`src/rtl/bus_assembler_if.sv`:
```
// Register-bus receive interface.
// Groups the beat/strobe inputs and the committed-value outputs of bus_assembler.
//   i_bus    beat data (BUS_W)      i_load   capture strobe
//   i_abort  drop partial beats     i_inc    increment committed value
//   i_dec    decrement committed    o_q      committed value (WIDTH)
//   o_busy   partial beats staged   o_wrap   inc/dec wrap pulse
interface bus_assembler_if #(
  parameter int WIDTH = 16,
  parameter int BUS_W = 8
);
  logic [BUS_W-1:0] i_bus;
  logic             i_load;
  logic             i_abort;
  logic             i_inc;
  logic             i_dec;
  logic [WIDTH-1:0] o_q;
  logic             o_busy;
  logic             o_wrap;

  modport master (
    output i_bus, i_load, i_abort, i_inc, i_dec,
    input  o_q, o_busy, o_wrap
  );

  modport slave (
    input  i_bus, i_load, i_abort, i_inc, i_dec,
    output o_q, o_busy, o_wrap
  );
endinterface

```
`src/rtl/bus_assembler.sv`:
```
// bus_assembler: assembles successive BUS_W-bit beats (little-endian) into a
// WIDTH-bit register that is committed atomically on the final beat, so
// consumers reading o_q never observe a partially updated value. The committed
// value can also be incremented/decremented in place.
// Ports:
//   i_clk    clock, all state on rising edge
//   i_reset  synchronous active-high reset
//   bus      bus_assembler_if.slave (beats, strobes, o_q/o_busy/o_wrap)
// WIDTH must be an integer multiple of BUS_W.
//
// state   | meaning
// IDLE    | no beats staged (cnt == 0)
// COLLECT | at least one beat staged, awaiting final beat (cnt > 0)
module bus_assembler #(
  parameter int               WIDTH   = 16,
  parameter int               BUS_W   = 8,
  parameter logic [WIDTH-1:0] RST_VAL = WIDTH'('hffff)
) (
  input  logic            i_clk,
  input  logic            i_reset,
  bus_assembler_if.slave  bus
);
  localparam int BEATS = WIDTH / BUS_W;
  localparam int CNT_W = (BEATS > 1) ? $clog2(BEATS) : 1;
  localparam logic [CNT_W-1:0] LAST_CNT = CNT_W'(BEATS - 1);

  typedef enum logic {IDLE, COLLECT} state_e;

  state_e           state_q;
  logic [CNT_W-1:0] cnt_q;
  logic [WIDTH-1:0] stg_q;
  logic [WIDTH-1:0] stg_d;
  logic [WIDTH-1:0] q_q;
  logic [WIDTH-1:0] commit_val;
  logic             wrap_q;
  logic             last_beat;
  logic             commit;

  assign last_beat = (cnt_q == LAST_CNT);
  // Abort beats a simultaneous load, so a discarded final beat is no commit.
  assign commit    = bus.i_load & ~bus.i_abort & last_beat;

  always_comb begin
    stg_d = stg_q;
    for (int b = 0; b < BEATS; b++) begin
      if (cnt_q == CNT_W'(b)) stg_d[b*BUS_W +: BUS_W] = bus.i_bus;
    end
    // Final beat always lands in the top slice; lower slices come from staging.
    commit_val = stg_q;
    commit_val[WIDTH-1 -: BUS_W] = bus.i_bus;
  end

  always_ff @(posedge i_clk) begin
    if (i_reset) begin
      state_q <= IDLE;
      cnt_q   <= '0;
      stg_q   <= RST_VAL;
      q_q     <= RST_VAL;
      wrap_q  <= 1'b0;
    end else begin
      wrap_q <= 1'b0;
      if (bus.i_abort) begin
        state_q <= IDLE;
        cnt_q   <= '0;
      end else if (bus.i_load) begin
        if (last_beat) begin
          q_q     <= commit_val;
          state_q <= IDLE;
          cnt_q   <= '0;
        end else begin
          stg_q   <= stg_d;
          state_q <= COLLECT;
          cnt_q   <= cnt_q + 1'b1;
        end
      end
      // inc and dec together cancel; a commit in the same cycle drops both.
      if (!commit && (bus.i_inc ^ bus.i_dec)) begin
        if (bus.i_inc) begin
          q_q    <= q_q + 1'b1;
          wrap_q <= &q_q;
        end else begin
          q_q    <= q_q - 1'b1;
          wrap_q <= ~|q_q;
        end
      end
    end
  end

  assign bus.o_q    = q_q;
  assign bus.o_busy = (state_q == COLLECT);
  assign bus.o_wrap = wrap_q;
endmodule

```
`src/flat_wrapper.sv`:
```
// flat-port wrapper written by rule: the top's interface ports become plain ports
module bus_assembler_flat 
#(
  parameter int               WIDTH   = 16,
  parameter int               BUS_W   = 8,
  parameter logic [WIDTH-1:0] RST_VAL = WIDTH'('hffff)
)
  (i_clk, i_reset, bus_i_bus, bus_i_load, bus_i_abort, bus_i_inc, bus_i_dec, bus_o_q, bus_o_busy, bus_o_wrap);
  bus_assembler_if #(.WIDTH(WIDTH), .BUS_W(BUS_W)) bus_i ();
  input  logic i_clk;
  input  logic i_reset;
  input wire logic [$bits(bus_i.i_bus)-1:0] bus_i_bus;
  input wire logic [$bits(bus_i.i_load)-1:0] bus_i_load;
  input wire logic [$bits(bus_i.i_abort)-1:0] bus_i_abort;
  input wire logic [$bits(bus_i.i_inc)-1:0] bus_i_inc;
  input wire logic [$bits(bus_i.i_dec)-1:0] bus_i_dec;
  output wire logic [$bits(bus_i.o_q)-1:0] bus_o_q;
  output wire logic [$bits(bus_i.o_busy)-1:0] bus_o_busy;
  output wire logic [$bits(bus_i.o_wrap)-1:0] bus_o_wrap;
  assign bus_i.i_bus = bus_i_bus;
  assign bus_i.i_load = bus_i_load;
  assign bus_i.i_abort = bus_i_abort;
  assign bus_i.i_inc = bus_i_inc;
  assign bus_i.i_dec = bus_i_dec;
  assign bus_o_q = bus_i.o_q;
  assign bus_o_busy = bus_i.o_busy;
  assign bus_o_wrap = bus_i.o_wrap;
  bus_assembler #(.WIDTH(WIDTH), .BUS_W(BUS_W), .RST_VAL(RST_VAL)) u_core (.i_clk(i_clk), .i_reset(i_reset), .bus(bus_i));
endmodule
```
`config.mk`:
```
export PLATFORM = sky130hd
export DESIGN_NAME = bus_assembler_flat
export DESIGN_NICKNAME = d
export VERILOG_FILES = /design/src/rtl/bus_assembler_if.sv /design/src/rtl/bus_assembler.sv /design/src/flat_wrapper.sv
export SDC_FILE = /design/constraint.sdc
export NUM_CORES = 1
export LEC_CHECK = 0
export ABC_AREA = 1
export BUFFER_PORTS_ARGS = -buffer_cell sky130_fd_sc_hd__buf_4
export CORE_MARGIN = 2
export CORE_UTILIZATION = 40
export CTS_BUF_LIST = sky130_fd_sc_hd__clkbuf_16
export DETAILED_ROUTE_END_ITERATION = 8
export GPL_TIMING_DRIVEN = 0
export SYNTH_ARGS = -nofsm -noshare
export SYNTH_HDL_FRONTEND = slang
export SYNTH_SLANG_ARGS = --single-unit
```
`constraint.sdc`:
```
create_clock -name i_clk -period 2.3 [get_ports i_clk]
set_input_delay 0.575 -clock i_clk [delete_from_list [all_inputs] [get_ports i_clk]]
set_output_delay 0.575 -clock i_clk [all_outputs]
set_load 0.005 [all_outputs]
```
==> out/qor.yml <==
min_path:
  hold_class: "in -> reg"
  worstHoldStart: "bus_i_abort"
global_routing:
  use_met2_pct: 33.6
  grt_max_degree: 16
  grt_pass1_vias: 2001
  use_met1_pct: 28.9
  met3_usage_pct: 1.65
  top_usage_layer: "met2"
  grt_usage_pct: 20.5
  grt_antenna_before_repair: 0
  grt-ovfl-total: 0
  grt_pass1_wl_mm: 9.80
cts:
  tritoncts: "built"
  cts_root_buf: "clkbuf_16"
  insertion_delay_ns: 0.26
  numCtsBuffers: 3
  clkTransAtPathRegs_ns: 0.07
  holdBufCountCts: 0
  cts_num_sinks: 26
  clockBufferDepth: 2
  h-tree-depth: 1
synthesis:
  yosys.area_share.adder_pct: 9.14
  synth.avg_cell_area_um2: 6.02
  yosysTopAreaCell: "dfxtp_1"
  synth_top_cells_by_count: "nand2_1 (119), inv_1 (66), dfxtp_1 (26), nand3_1 (24), nor2_1 (23)"
  synth_top_family_by_area: "simple AND/OR/NAND/NOR gates"
  synth_xor_xnor_area_share_pct: 3.22
  ys_seq_area_share_pct: 24.4
  synth_area_leaders: "dfxtp_1 (24%), nand2_1 (21%), inv_1 (12%)"
  syn-num-nets: 384
  synth_top_area_share_pct: 24.4
  synthMuxAreaShare_pct: 0
  synth_compound_area_share_pct: 12.8
  netlist_area_um2: 2140
  yosys.area_share.simple_pct: 35.6
  synth_cells: 355
  synth-edff-count: 0
  synth_top_flop_cell: "dfxtp_1"
  async_flop_share_pct: 0
  ys_ff_latch: 26
  yosys_warnings: 0
  synth_most_common_cell: "nand2_1"
  ys_types: 29
timing:
  final_max_slew_viol_count: 0
  maxSlewHeadroom_pct: 69.4
  finalWorstSetupSlack_ns: 0.232
  finalClockSkew_ns: 0.00444
  final.min_clock_period_ns: 2.07
  hold_ws_ns: 0.480
  fmax_ghz: 0.484
  setup_viol: 0
  period_share_pct: 89.9
  worst_pin_slew_ns: 0.459
  finalHoldViolCount: 0
  rsz0062_at_grt: "no"
floorplanning:
  die_area_um2: 5940
  die_w_um: 77.1
  start_util_pct: 41.6
  core_area_um2: 5140
  chipHeight_um: 77.1
  num_rows: 26
  io_pins: 32
critical_path:
  crit_fanout: 14
  path_class: "in -> reg"
  reg2reg_from: "u_core.bus.o_q[1]$_SDFFE_PP1P_"
  startpoint: "bus_i_inc"
  end_kind: "flip-flop"
  start_kind: "input pin"
  arrival_ns: 2.23
  cp.required_ns: 2.46
pwr:
  cellLeakagePower_nw: 1.48
  ir_drop_mv: 0.460
  power.density_nw_per_um2: 699
route:
  post_drt_wl_per_cell_um: 12.8
  vias: 2261
  dr.pass1.iters: 4
  remaining_drc_errors: 0
  drtAntennaViolNets: 0
  viasPerCell: 4.88
  drt_iter0_drc: 152
  drt_wl_total_mm: 5.95
place:
  dp_slack_ns: -0.163
  gp_congestion: 0.887
  placed_area_um2: 2460
  portBuffers: 31
  hpwl_mm: 4.87
outcome:
  status: "finished clean"
finish:
  fillers: 588
  diodes: 0
  final_area_um2: 2620
  nNetsFinal: 423
  drive_gt1_share_pct: 14.8
  areaGrowthSynthToFinish_pct: 22.6
job:
  drv_cap: 0
## cell families after synthesis
family                     Yosys count
xor gates and xnor gates             7
and+or+nand+nor                    183
DFF                                 26
adders and majority gates           15
buffers and inverters               81
AOI/OAI and AO/OA                   43
## final timing paths
check / to / depth (start not counted) / slack (ns)
min reg2reg: u_core.stg_q[3]$_SDFFE_PP1P_ / 2 / 0.49
max: u_core.bus.o_q[13]$_SDFFE_PP1P_ / 13 / 0.23
min: u_core.bus.o_busy$_SDFFE_PP0P_ / 2 / 0.48
max reg2reg: u_core.bus.o_q[8]$_SDFFE_PP1P_ / 8 / 0.44
## worst max-delay path, cell delays in order
cell        delay, ns
buf_4            0.15
clkinvlp_4       0.11
buf_12           0.15
ha_2             0.37
nand2_1          0.11
nor2_1           0.16
inv_1            0.06
nor2_1           0.08
nand2_1          0.09
nand3_1          0.09
nand3_1          0.14
nand2_1          0.09
nand2_1          0.04
## area by class of cell
class / count / area, µm² / share of cell area, %
tap: 70 / 87.6 / 3.35
multi-input combinational: 248 / 1320 / 50.2
inverter: 74 / 282 / 10.8
sequential: 26 / 520 / 19.9
timing repair buffer: 34 / 268 / 10.2
clock buffer: 3 / 75.1 / 2.87
clock inverter: 1 / 30.0 / 1.15
buffer: 7 / 40.0 / 1.53
## report_power, final
part           total [W]  leakage, nW  internal, W  switching [W]
Clock           0.000511       0.0511     0.000347       0.000164
Combinational   0.000747         1.21     0.000305       0.000442
Sequential      0.000572        0.216     0.000502      0.0000696
## state kept, by name, indices dropped and copies added, names as in the netlist
signal             cells
u_core.bus.o_q        16
u_core.stg_q           8
u_core.bus.o_busy      1
u_core.bus.o_wrap      1
## cell usage in the layout, fill, tap and decap left out, types with 2 or more instances in the layout
cell type and count:
a21oi_1 14, a221oi_2 2, buf_2 2, buf_4 34
clkbuf_1 3, clkbuf_16 3, dfxtp_1 26, ha_1 11
ha_2 2, inv_1 65, inv_2 8, nand2_1 119
nand3_1 24, nand4_1 7, nor2_1 23, nor3_1 4
nor4_1 4, o2111ai_1 3, o211ai_1 7, o21ai_0 5
o21ai_1 9, xor2_1 5
## timing repair
action / in CTS / in global routing
buffers inserted: 0 / 3
resized for setup: 0 / 4
endpoints found under the setup margin: 0 / 9
## routing by layer
metal  wire, µm  vias up
li1           -     1209
met1       2770      996
met2       2730       49
met3        358        7
met4         89        0
met5          0        -
## metrics by stage
stage | util (%) | std cells | TNS (ns) | power, W
2_1_floorplan | - | 355 | 0 | 0.00107
3_3_place_gp | 47.8 | 456 | -1.09 | 0.00131
6_report | 50.9 | 463 | 0 | 0.00183
5_1_grt | 50.9 | 463 | 0 | 0.00197
3_5_place_dp | 47.8 | 456 | -1.16 | 0.00131
4_1_cts | 49.8 | 460 | 0 | 0.00182
Note: power is estimated with default switching activity, not from simulation.
